--- src/rtl/tt_um_timer_multi.sv ---
// Multi-channel programmable timer: a shared free-running prescaler feeds
// independent one-shot/periodic channels with sticky, clearable expiry flags.
module tt_um_timer_multi #(
  parameter int WIDTH      = 8,
  parameter int CHANNELS   = 4,
  parameter int PRESCALE_W = 4,
  localparam int CH_W      = (CHANNELS > 1) ? $clog2(CHANNELS) : 1
) (
  input  logic                      clk,
  input  logic                      rst,
  input  logic [PRESCALE_W-1:0]     prescale,
  input  logic                      cfg_we,
  input  logic [CH_W-1:0]           cfg_ch,
  input  logic [WIDTH-1:0]          cfg_limit,
  input  logic                      cfg_mode,
  input  logic [CHANNELS-1:0]       start,
  input  logic [CHANNELS-1:0]       irq_clr,
  output logic [CHANNELS-1:0]       reached,
  output logic [CHANNELS-1:0]       pending,
  output logic                      irq,
  output logic [CHANNELS*WIDTH-1:0] count
);

  typedef enum logic [1:0] {
    ST_IDLE = 2'd0,
    ST_RUN  = 2'd1,
    ST_DONE = 2'd2
  } state_t;

  logic [PRESCALE_W-1:0] pc_r;
  logic                  tick_s;
  logic                  cfg_ok_s;

  state_t                state_r   [CHANNELS];
  state_t                state_s   [CHANNELS];
  logic [WIDTH-1:0]      count_r   [CHANNELS];
  logic [WIDTH-1:0]      count_s   [CHANNELS];
  logic [WIDTH-1:0]      limit_r   [CHANNELS];
  logic [CHANNELS-1:0]   mode_r;
  logic [CHANNELS-1:0]   reached_r;
  logic [CHANNELS-1:0]   reached_s;
  logic [CHANNELS-1:0]   pending_r;
  logic [CHANNELS-1:0]   pending_s;
  logic [CHANNELS-1:0]   expire_s;

  // ">=" rather than "==" so that lowering prescale below pc ticks at once
  assign tick_s   = (pc_r >= prescale);
  assign cfg_ok_s = ({1'b0, cfg_ch} < (CH_W+1)'(CHANNELS));

  // Shared free-running prescaler
  always_ff @(posedge clk or posedge rst) begin
    if (rst) begin
      pc_r <= {PRESCALE_W{1'b0}};
    end else if (tick_s) begin
      pc_r <= {PRESCALE_W{1'b0}};
    end else begin
      pc_r <= pc_r + PRESCALE_W'(1);
    end
  end

  // Per-channel limit/mode configuration registers
  always_ff @(posedge clk or posedge rst) begin
    if (rst) begin
      for (int i = 0; i < CHANNELS; i++) begin
        limit_r[i] <= {WIDTH{1'b1}};
      end
      mode_r <= {CHANNELS{1'b0}};
    end else if (cfg_we && cfg_ok_s) begin
      for (int i = 0; i < CHANNELS; i++) begin
        if (cfg_ch == CH_W'(i)) begin
          limit_r[i] <= cfg_limit;
          mode_r[i]  <= cfg_mode;
        end
      end
    end
  end

  // Channel FSM next-state, count, reached and pending logic
  always_comb begin
    for (int i = 0; i < CHANNELS; i++) begin
      state_s[i]   = state_r[i];
      count_s[i]   = count_r[i];
      reached_s[i] = reached_r[i];
      expire_s[i]  = 1'b0;
      if (!start[i]) begin
        state_s[i]   = ST_IDLE;
        count_s[i]   = {WIDTH{1'b0}};
        reached_s[i] = 1'b0;
      end else begin
        case (state_r[i])
          ST_IDLE: begin
            state_s[i]   = ST_RUN;
            count_s[i]   = {WIDTH{1'b0}};
            reached_s[i] = 1'b0;
          end
          ST_RUN: begin
            if (tick_s) begin
              if (count_r[i] >= limit_r[i]) begin
                expire_s[i]  = 1'b1;
                reached_s[i] = 1'b1;
                if (mode_r[i]) begin
                  count_s[i] = {WIDTH{1'b0}};
                end else begin
                  state_s[i] = ST_DONE;
                end
              end else begin
                count_s[i]   = count_r[i] + WIDTH'(1);
                reached_s[i] = 1'b0;
              end
            end else begin
              reached_s[i] = 1'b0;
            end
          end
          ST_DONE: begin
            reached_s[i] = 1'b1;
          end
          default: begin
            state_s[i]   = ST_IDLE;
            count_s[i]   = {WIDTH{1'b0}};
            reached_s[i] = 1'b0;
          end
        endcase
      end
      // Set has priority over a same-edge clear
      pending_s[i] = expire_s[i] | (pending_r[i] & ~irq_clr[i]);
    end
  end

  // Channel state registers
  always_ff @(posedge clk or posedge rst) begin
    if (rst) begin
      for (int i = 0; i < CHANNELS; i++) begin
        state_r[i] <= ST_IDLE;
        count_r[i] <= {WIDTH{1'b0}};
      end
      reached_r <= {CHANNELS{1'b0}};
      pending_r <= {CHANNELS{1'b0}};
    end else begin
      for (int i = 0; i < CHANNELS; i++) begin
        state_r[i] <= state_s[i];
        count_r[i] <= count_s[i];
      end
      reached_r <= reached_s;
      pending_r <= pending_s;
    end
  end

  for (genvar g = 0; g < CHANNELS; g++) begin : g_count
    assign count[g*WIDTH +: WIDTH] = count_r[g];
  end

  assign reached = reached_r;
  assign pending = pending_r;
  assign irq     = |pending_r;

endmodule
--- config.mk ---
export PLATFORM = sky130hd
export DESIGN_NAME = tt_um_timer_multi
export DESIGN_NICKNAME = d
export VERILOG_FILES = /design/src/rtl/tt_um_timer_multi.sv
export SDC_FILE = /design/constraint.sdc
export NUM_CORES = 1
export LEC_CHECK = 0
export CORE_UTILIZATION = 30
export CTS_CLUSTER_SIZE = 20
export DETAILED_ROUTE_END_ITERATION = 8
export GPL_ROUTABILITY_DRIVEN = 0
export PLACE_DENSITY = 0.47
export SLEW_MARGIN = 20
export SYNTH_ARGS = -nofsm -noshare
export SYNTH_HDL_FRONTEND = slang
export SYNTH_SLANG_ARGS = --single-unit
--- constraint.sdc ---
create_clock -name clk -period 4.71 [get_ports clk]
set_input_delay 1.1775 -clock clk [delete_from_list [all_inputs] [get_ports clk]]
set_output_delay 1.1775 -clock clk [all_outputs]
set_load 0.005 [all_outputs]
==> parameters.txt, run 1 <==
Parameter                              Value

Status
  Run status ... finished clean

Global route
  Maximum number of pins on one net before global-route repair ... 39
  Antenna violations before repair ... 0
  Wire length of the first global-routing pass ... 22300 um
  Number of global-route vias before repair ... 4142
  Overflow after GRT ... 0
  Combined global-route utilization of all metal layers ... 16.0%

Floorplanning
  Boundary Pins ... 67
  Number of rows in the core area ... 48
  Core Area ... 0.0174 mm^2
  Area of the die ... 0.0184 mm^2
  Die Y ... between 100 and 150 um
  Effective utilization at floorplan ... 30.8%
  Die Span X ... 136 um

Route
  Number of detailed-route iterations in the first pass ... 4
  Detailed router's first-iteration violation count ... 220
  Total Wirelength ... around 14000 um
  Number of design rule violations left after detail routing ... 0
  Routed via count ... 4174
  Detail-routed via count per cell ... roughly 5.1
  DR WL/cell ... 16.6 um
  Antenna violation net count after detailed routing ... 0

Power and ir drop
  Net switching power of the design ... 0.892 mW
  Maximum vdd drop ... 0.000181 V
  Internal ... 1.75 mW
  Leakage power of the design ... roughly 2.9 nW
  Switching share of total power ... 33.8%
  Areal power density over the cells ... 399 mW/mm^2
  Fraction of power consumed by combinational cells ... 31.6%
  Clock group share of total power ... 31.3%
  Portion of total power attributed to sequential cells ... 37.1%

STA
  Final worst setup slack ... 1010 ps
  Final min period ... between 3000 and 4000 ps
  Actual slew at the worst max-slew pin ... 687 ps
  Slew headroom ... approximately 54%
  Final TNS setup ... 0 ps
  Maximum clock skew at final layout ... 9.64 ps
  Setup repair after global routing missed its margin ... no
  Number of hold violations in the final report ... 0
  Setup Viol. Count Final ... 0
  Max Clock Freq ... 270 MHz
  Final count of pins violating max slew ... 0
  Post-route fraction of the period consumed by the critical path ... around four fifths

Clock network
  Clock slew at reported path FFs ... 60 ps
  Total clock sinks ... 88
  Clock root buffer ... clkbuf_16
  Cts repair resizes ... 0
  Clock buffer count from CTS ... 9
  Hold-fix buffer count after cts ... 0
  Number of buffers on the longest clock path ... 2
  H-tree level count ... 3
  Buffer count from post-CTS setup fixing ... 0
  TritonCTS clock tree ... yes
  Insertion delay of the later-clocked pin in the worst-skew pair ... 350 ps

Finish
  Commonest cells after routing, fill and taps aside ... clkdlybuf4s50_1, ha_1, dfrtp_1
  Synth-to-layout area growth ... 23.6%
  Number of diodes ... 0
  Sequential Area ... about 0.0022 mm^2
  Share of final-layout standard cells stronger than drive strength 1 ... 16.6%
  Footprint of the multi-input gates ... 0.00284 mm^2
  Leading cell type in the layout, fill and taps excluded ... clkdlybuf4s50_1
  Final Net Count ... 674
  # fillers ... around 1700

Synth
  Yosys warning count ... 0
  Distinct cell type count of the synthesized netlist ... 52
  Ys flop type ... dfrtp_1
  Async set-or-reset flop fraction in the synthesized netlist ... between 90% and 100%
  Sequential share of the synthesized area ... a little over two fifths
  Number of flops mapped to enable cells by yosys ... 0
  Mapped cell area ... 0.00535 mm^2
  Post-synth net total ... 609
  Mean instance size in the synthesized netlist ... between 10 and 15 um^2
  Gate Count Post-Synth ... 526
  Flop and latch count out of synthesis ... 88

Critical path
  Category of the critical setup timing path ... input port to register
  Worst Path Max Fanout ... 11
  Critical path endpoint category ... register
  Worst path required time ... around 5000 ps
  Critical path startpoint ... prescale[3]
  Register-to-register path setup slack ... 1910 ps
  Reg-to-reg startpoint ... pc_r[2]
  Worst flop-to-flop path endpoint ... count[1]
  CP Capture Point ... count[1]
  Type of origin of the critical path ... input port
  Worst r2r path cells ... 6
  Worst Path Arrival ... 3980 ps

Worst hold path
  Path class of the lowest-slack min-delay path ... register to register

Flow run
  Max cap viols ... 0

Place
  Post-Place Worst Slack ... 616 ps
  Half-perimeter wire length of the detailed placement result ... 10400 um
  Port-buffer cells ... 66
through the flow:
step / instance area (um^2) / hold slack (ps) / total power [mW] / utilization [%] / instances
3_5_place_dp: 6270 / 495 / 1.82 / 36.2 / 805
5_1_grt: 6610 / 518 / 2.82 / 38.1 / 821
4_1_cts: 6610 / 504 / 2.67 / 38.1 / 821
3_3_place_gp: 6270 / 494 / 1.79 / 36.2 / 805
2_1_floorplan: 5350 / 454 / 1.57 / - / 526
6_report: 6610 / 501 / 2.64 / 38.1 / 821
worst min-delay path by stage:
stage	from	endpoint	slack [ps]	depth (start not counted)
after detailed placement	pc_r[0]	pc_r[0]	490	1
after CTS	pc_r[0]	pc_r[0]	500	1
after floorplan	pc_r[0]	pc_r[0]	450	1
after global placement	pc_r[0]	pc_r[0]	490	1
after global routing	limit_r[30]	limit_r[30]	520	2
final	pc_r[0]	pc_r[0]	500	1
cell type report:
class	instances	share of cell area (%)
repair buffers	73	10.8
inverters	53	3.03
clock inverters	6	1.65
multi-input cells	366	42.9
well taps	225	4.26
clock buffers	10	3.46
flip-flops and latches	88	33.9
layer usage:
metal / up-vias / part of all wire (%) / track usage, %
li1: 2054 / - / -
met1: 2042 / 47 / 20.3
met2: 62 / 49 / 26.8
met3: 16 / 2.5 / 2.28
met4: 0 / 2.0 / 6.80
met5: - / 0 / 0
worst max-delay path, cell delays in order:
cell,delay (ps)
clkdlybuf4s50_1,460
inv_1,40
ha_1,270
nor2_1,50
nor2_1,540
nand2_1,480
o41ai_4,700
mux2i_1,260
cells by family after synthesis:
family	count (synthesis)	synth area share, %
xor+xnor	2	0.327
flops	88	41.9
simple gates	157	15.9
buf+inv	72	5.14
mux	40	8.21
compound gates	110	15.2
fa+ha+maj	57	13.3
synth_stat cells (3+ instances only):
library cell	n	area share, %
o32ai_1	4	0.65
buf_2	4	0.37
ha_1	57	13
nand2_1	42	2.9
o21a_1	3	0.42
o211a_1	3	0.56
and4_1	3	0.49
dfrtp_1	56	26
o22ai_1	3	0.35
nor2b_1	5	0.58
o21ai_0	33	3.1
nand4_1	8	0.94
and2_1	5	0.58
a211oi_1	8	1.1
mux2i_1	9	1.7
clkbuf_1	14	0.98
dfstp_2	32	16
a31oi_1	19	2.2
and3_1	20	2.3
mux2_2	31	6.5
inv_1	53	3.7
a41oi_1	19	3.1
nor2_1	21	1.5
nor3_1	4	0.37
nand3b_1	20	2.8
nand3_1	13	1.2
nor3b_1	4	0.56
power by group through the flow:
| stage | clock network, mW | logic (mW) | registers (mW) |
|---|---|---|---|
| 5_1_grt | 0.878 | 0.941 | 0.997 |
| 3_3_place_gp | 0 | 0.797 | 0.990 |
| 4_1_cts | 0.852 | 0.840 | 0.981 |
| 6_report | 0.827 | 0.834 | 0.979 |
| 2_1_floorplan | 0 | 0.598 | 0.969 |
| 3_5_place_dp | 0 | 0.830 | 0.994 |
sequential cells by signal (all words and copies together), names as in the netlist:
| signal | count |
|---|---|
| state_r | 8 |
| mode_r | 4 |
| pc_r | 4 |
| pending | 4 |
| count | 32 |
| reached | 4 |
| limit_r | 32 |
Power figures use the tool's default switching activity.
==> run 2, diff against run 1 <==
- clock period: 4.71 -> 3.49 ns (I/O delays scaled with it)
==> parameters.txt, run 2 (synthesis gave the netlist of run 1 again) <==
Parameter                              Value

STA
  Maximum clock skew at final layout ... between 8 and 9 ps
  Actual slew at the worst max-slew pin ... around 600 ps
  Post-route fraction of the period consumed by the critical path ... 90.4%
  Max Clock Freq ... 317 MHz
  Final min period ... between 3000 and 4000 ps
  Hold slack ... 497 ps
  Slew headroom ... 60.8%
  Setup repair after global routing missed its margin ... no
  Setup Viol. Count Final ... 0
  Final count of pins violating max slew ... 0
  Number of hold violations in the final report ... 0

Clock network
  Hold-fix buffer count after cts ... 0
  TritonCTS clock tree ... yes
  Total clock sinks ... 88
  Insertion delay of the later-clocked pin in the worst-skew pair ... 350 ps
  Clock buffer count from CTS ... 9
  Number of buffers on the longest clock path ... 2
  H-tree level count ... 3
  Buffer count from post-CTS setup fixing ... 0
  Clock slew at reported path FFs ... 70 ps
  Clock root buffer ... clkbuf_16

Place
  Port-buffer cells ... 66
  Placed Instances ... 808
  Half-perimeter wire length of the detailed placement result ... approximately 9800 um

Global route
  Wire length of the first global-routing pass ... 22700 um
  M3 GR Usage ... 3.11%
  Maximum number of pins on one net before global-route repair ... between 80 and 90
  Combined global-route utilization of all metal layers ... 16.1%
  Antenna violations before repair ... 0
  M2 GR Usage ... 25.8%
  Overflow after GRT ... 0
  Most used routing layer ... met2
  Number of global-route vias before repair ... 4299
  Met1 GRT Util ... 20.9%

Route
  Antenna violation net count after detailed routing ... 0
  DR WL/cell ... 16.4 um
  Total Wirelength ... 13500 um
  Routed via count ... 4271
  Detailed router's first-iteration violation count ... 247
  Detail-routed via count per cell ... 5.18
  Number of design rule violations left after detail routing ... 0
  Number of detailed-route iterations in the first pass ... 5

Critical path
  Register-to-register path setup slack ... roughly 940 ps
  Critical path endpoint category ... register
  Cell type group with the largest total delay on the critical path ... simple AND/OR/NAND/NOR gates
  Stage delay of the slowest cell on the critical path ... about 620 ps
  Type of origin of the critical path ... input port
  Worst flop-to-flop path endpoint ... count[6]
  WP buf/inv ... 2
  Worst Path Arrival ... 3370 ps
  Reg-to-reg startpoint ... pc_r[3]
  Worst r2r path cells ... 6
  Worst Path Max Fanout ... 11
  CP max-delay cell ... o41ai_4
  Cells along the critical path ... clkdlybuf4s50_1, inv_1, ha_1, nor2_1, nor2_2, nand2_1, o41ai_4, o21ai_0
  Category of the critical setup timing path ... input port to register
  Worst path required time ... about 3700 ps

Finish
  Final Net Count ... just under 700
  Number of diodes ... 0
  Synth-to-layout area growth ... 23.4%
  # fillers ... between 1500 and 2000
  Commonest cells after routing, fill and taps aside ... clkdlybuf4s50_1, ha_1, dfrtp_1
  Number of standard cells in the final layout excluding fillers ... 824
  Share of final-layout standard cells stronger than drive strength 1 ... 17.0%
  Final standard cell utilization of the core ... between 30% and 40%
  Leading cell type in the layout, fill and taps excluded ... clkdlybuf4s50_1

Status
  Run status ... finished clean

Floorplanning
  Core Area ... 0.0174 mm^2
  Die Span X ... 136 um
  Die Y ... 136 um
  Boundary Pins ... 67
  Effective utilization at floorplan ... a little under a third
  Number of rows in the core area ... 48
  Area of the die ... 0.0184 mm^2

Power and ir drop
  Leakage power of the design ... between 2 and 3 nW
  Areal power density over the cells ... between 500 and 600 mW/mm^2
  Overall power consumption ... 3.45 mW
  Maximum vdd drop ... 0.000318 V

Worst hold path
  Worst Hold Path EP ... pc_r[0]
  Path class of the lowest-slack min-delay path ... register to register
  Min-delay src ... pc_r[0]
  Hold path depth ... 1

Flow run
  Max cap viols ... 0
==> run 2: worst register-to-register path, delay by kind of cell, from the launching register on <==
kind	cells	cell delay, ps
AO/OA/AOI/OAI	2	790
AND/OR/NAND/NOR	3	930
flip-flops	1	400
adder cells (fa/ha/maj)	1	290
==> run 2: worst max-delay path by stage <==
stage | cells past startpoint | end | slack, ps | startpoint
6_report | 8 | count[6] | 340 | prescale[3]
5_1_grt | 8 | count[4] | 200 | prescale[3]
4_1_cts | 8 | count[6] | 320 | prescale[3]
3_5_place_dp | 8 | count[6] | -400 | prescale[3]
3_3_place_gp | 8 | count[4] | -320 | prescale[3]
2_1_floorplan | 1 | count[0] | 390 | rst
==> run 2: final cells by class <==
type | count | area (um^2) | area share [%]
inverter | 53 | 200 | 3.03
timing repair buffer | 76 | 748 | 11.3
clock buffer | 11 | 233 | 3.52
multi-input combinational | 366 | 2840 | 43.0
clock inverter | 5 | 58.8 | 0.890
tap | 225 | 282 | 4.26
sequential | 88 | 2240 | 34.0
==> run 2: layer usage <==
| metal | vias up | wire, um |
|---|---|---|
| met4 | 0 | 358 |
| met2 | 85 | 6460 |
| met5 | - | 0 |
| met1 | 2101 | 6280 |
| met3 | 22 | 429 |
| li1 | 2063 | - |
==> run 2: power breakdown <==
group          internal (mW)  leakage, nW  switching (mW)
clock network          0.556        0.136           0.428
registers               1.22         1.10           0.108
logic                  0.459         1.69           0.687
==> run 2: repair_timing <==
item | CTS | global route
gates resized for setup | 1 | 0
endpoints found under the setup margin | 1 | 0
hold endpoints to repair | 0 | 0
==> run 2: stage by stage <==
stage	setup WS, ps	area, um^2	setup TNS (ps)
5_1_grt	204	6600	0
3_5_place_dp	-398	6310	-4510
6_report	336	6600	0
4_1_cts	315	6600	0
2_1_floorplan	392	5350	0
3_3_place_gp	-317	6310	-3330
==> run 3, diff against run 2 <==
- CORE_UTILIZATION: 30 -> 60
- DONT_BUFFER_PORTS: default -> 1
- PLACE_DENSITY: 0.47 -> 0.75
==> parameters.txt, run 3 (synthesis gave the netlist of run 1 again) <==
Parameter                              Value

Finish
  Leading cell type in the layout, fill and taps excluded ... ha_1
  Share of final-layout standard cells stronger than drive strength 1 ... 18.7%
  Final Net Count ... between 600 and 700
  Commonest cells after routing, fill and taps aside ... ha_1, dfrtp_1, inv_1
  Finished layout cell area ... 0.00568 mm^2
  Synth-to-layout area growth ... 6.13%
  Number of diodes ... 0
  # fillers ... 702

Critical path
  Cells along the critical path ... inv_1, ha_1, nor2_1, nor2_1, nand2_1, o41ai_4, o21ai_0
  Category of the critical setup timing path ... input port to register
  Worst r2r path cells ... 6
  Worst flop-to-flop path endpoint ... count[6]
  Cell type with the highest occurrence count on the critical path ... nor2_1
  Register-to-register path setup slack ... around 720 ps
  WP buf/inv ... 1
  Worst Path Arrival ... 3070 ps
  Worst Path Max Fanout ... 11
  Stage delay of the slowest cell on the critical path ... 680 ps
  CP max-delay cell ... o41ai_4
  Reg-to-reg startpoint ... pc_r[2]
  Type of origin of the critical path ... input port
  Worst path required time ... 3720 ps
  Cell type group with the largest total delay on the critical path ... simple AND/OR/NAND/NOR gates
  Critical path endpoint category ... register

Power and ir drop
  Leakage power of the design ... 2.63 nW
  Overall power consumption ... 3.12 mW
  Maximum vdd drop ... 0.000273 V
  Areal power density over the cells ... 550 mW/mm^2

Route
  Detail-routed via count per cell ... between 6 and 7
  Highest routed metal layer ... met4
  Routed wl met2 ... 5830 um
  Detailed router's first-iteration violation count ... 224
  Met3 WL post-DR ... 733 um
  Antenna violation net count after detailed routing ... 0
  Number of detailed-route iterations in the first pass ... 5
  Routed via count ... between 4000 and 5000
  Number of design rule violations left after detail routing ... 0
  Wire length on met1 ... 5400 um
  DR WL/cell ... approximately 19 um
  Total Wirelength ... 12200 um

Global route
  Overflow after GRT ... 0
  Number of global-route vias before repair ... 3924
  Combined global-route utilization of all metal layers ... between 20% and 30%
  Antenna violations before repair ... 0
  Wire length of the first global-routing pass ... 19100 um
  Maximum number of pins on one net before global-route repair ... 49

STA
  Final count of pins violating max slew ... 0
  Final min period ... 2850 ps
  Number of hold violations in the final report ... 0
  Actual slew at the worst max-slew pin ... 764 ps
  Setup Viol. Count Final ... 0
  Max Clock Freq ... 351 MHz
  Final TNS setup ... 0 ps
  Setup repair after global routing missed its margin ... no
  Maximum clock skew at final layout ... a little over 10 ps
  Slew headroom ... 49.0%
  Final worst setup slack ... between 600 and 700 ps
  Post-route fraction of the period consumed by the critical path ... 81.6%

Floorplanning
  Effective utilization at floorplan ... between 60 and 70%
  Core Area ... 0.00868 mm^2
  Die Span X ... 96.4 um
  Number of rows in the core area ... 34
  Die Y ... 96.4 um
  Boundary Pins ... 67
  Area of the die ... around 0.0093 mm^2

Clock network
  Insertion delay of the later-clocked pin in the worst-skew pair ... 370 ps
  Clock slew at reported path FFs ... roughly 90 ps
  Clock buffer count from CTS ... 9
  TritonCTS clock tree ... yes
  Clock root buffer ... clkbuf_8
  H-tree level count ... 3
  Total clock sinks ... 88
  Cts repair resizes ... 0
  Number of buffers on the longest clock path ... 2
  Buffer count from post-CTS setup fixing ... 0
  Hold-fix buffer count after cts ... 0

Place
  Post-detailed-placement cell area ... ~0.0055 mm^2
  Post-Place Worst Slack ... 271 ps
  Half-perimeter wire length of the detailed placement result ... between 8000 and 9000 um
  Port-buffer cells ... 0

Status
  Run status ... finished clean

Worst hold path
  Path class of the lowest-slack min-delay path ... input port to asynchronous set/reset pin

Flow run
  Max cap viols ... 0
[run 3: cell types whose count changed in the layout (fill, tap and decap cells not counted), sizes merged]
cell	change
inv	+1
buf	-4
clkbuf	-1
clkdlybuf4s50	-66
[run 3: worst register-to-register path, cell delays in order, from the launching register on]
cell and delay (ps):
dfrtp_1 430, ha_1 290, nor3_1 50, nor2_1 510
nand2_1 480, o41ai_4 680, o21ai_0 180
[run 3: power breakdown]
part	switching, mW	leakage [nW]	internal (mW)
Combinational	0.649	1.44	0.401
Clock	0.395	0.0989	0.353
Sequential	0.112	1.10	1.21
Total	1.16	2.63	1.97
[run 3: per-layer routing]
layer	up-vias	global-route usage (%)
li1	1928	-
met3	16	7.90
met1	2009	35.7
met4	0	8.95
met5	-	0
met2	119	44.3
[run 3: layout make-up]
class	instances	area (um^2)	area share, %
tap	108	135	2.38
inverter	53	200	3.53
sequential	88	2240	39.5
clock buffer	10	138	2.42
clock inverter	6	67.6	1.19
timing repair buffer	6	57.6	1.01
multi-input combinational	366	2840	50.0
[run 3: how the worst max path moves through the flow]
stage	cells past startpoint	endpoint	slack (ps)	from
6_report	7	count[6]	640	prescale[3]
5_1_grt	7	count[6]	420	prescale[3]
4_1_cts	7	count[6]	680	prescale[3]
3_5_place_dp	7	count[4]	270	prescale[3]
3_3_place_gp	7	count[6]	410	prescale[3]
2_1_floorplan	1	count[0]	390	rst
[run 3: stage by stage]
step	std cells	util, %	hold slack (ps)
2_1_floorplan	526	-	454
3_3_place_gp	621	63.1	481
3_5_place_dp	621	63.1	495
4_1_cts	637	65.4	505
5_1_grt	637	65.4	533
6_report	637	65.4	485
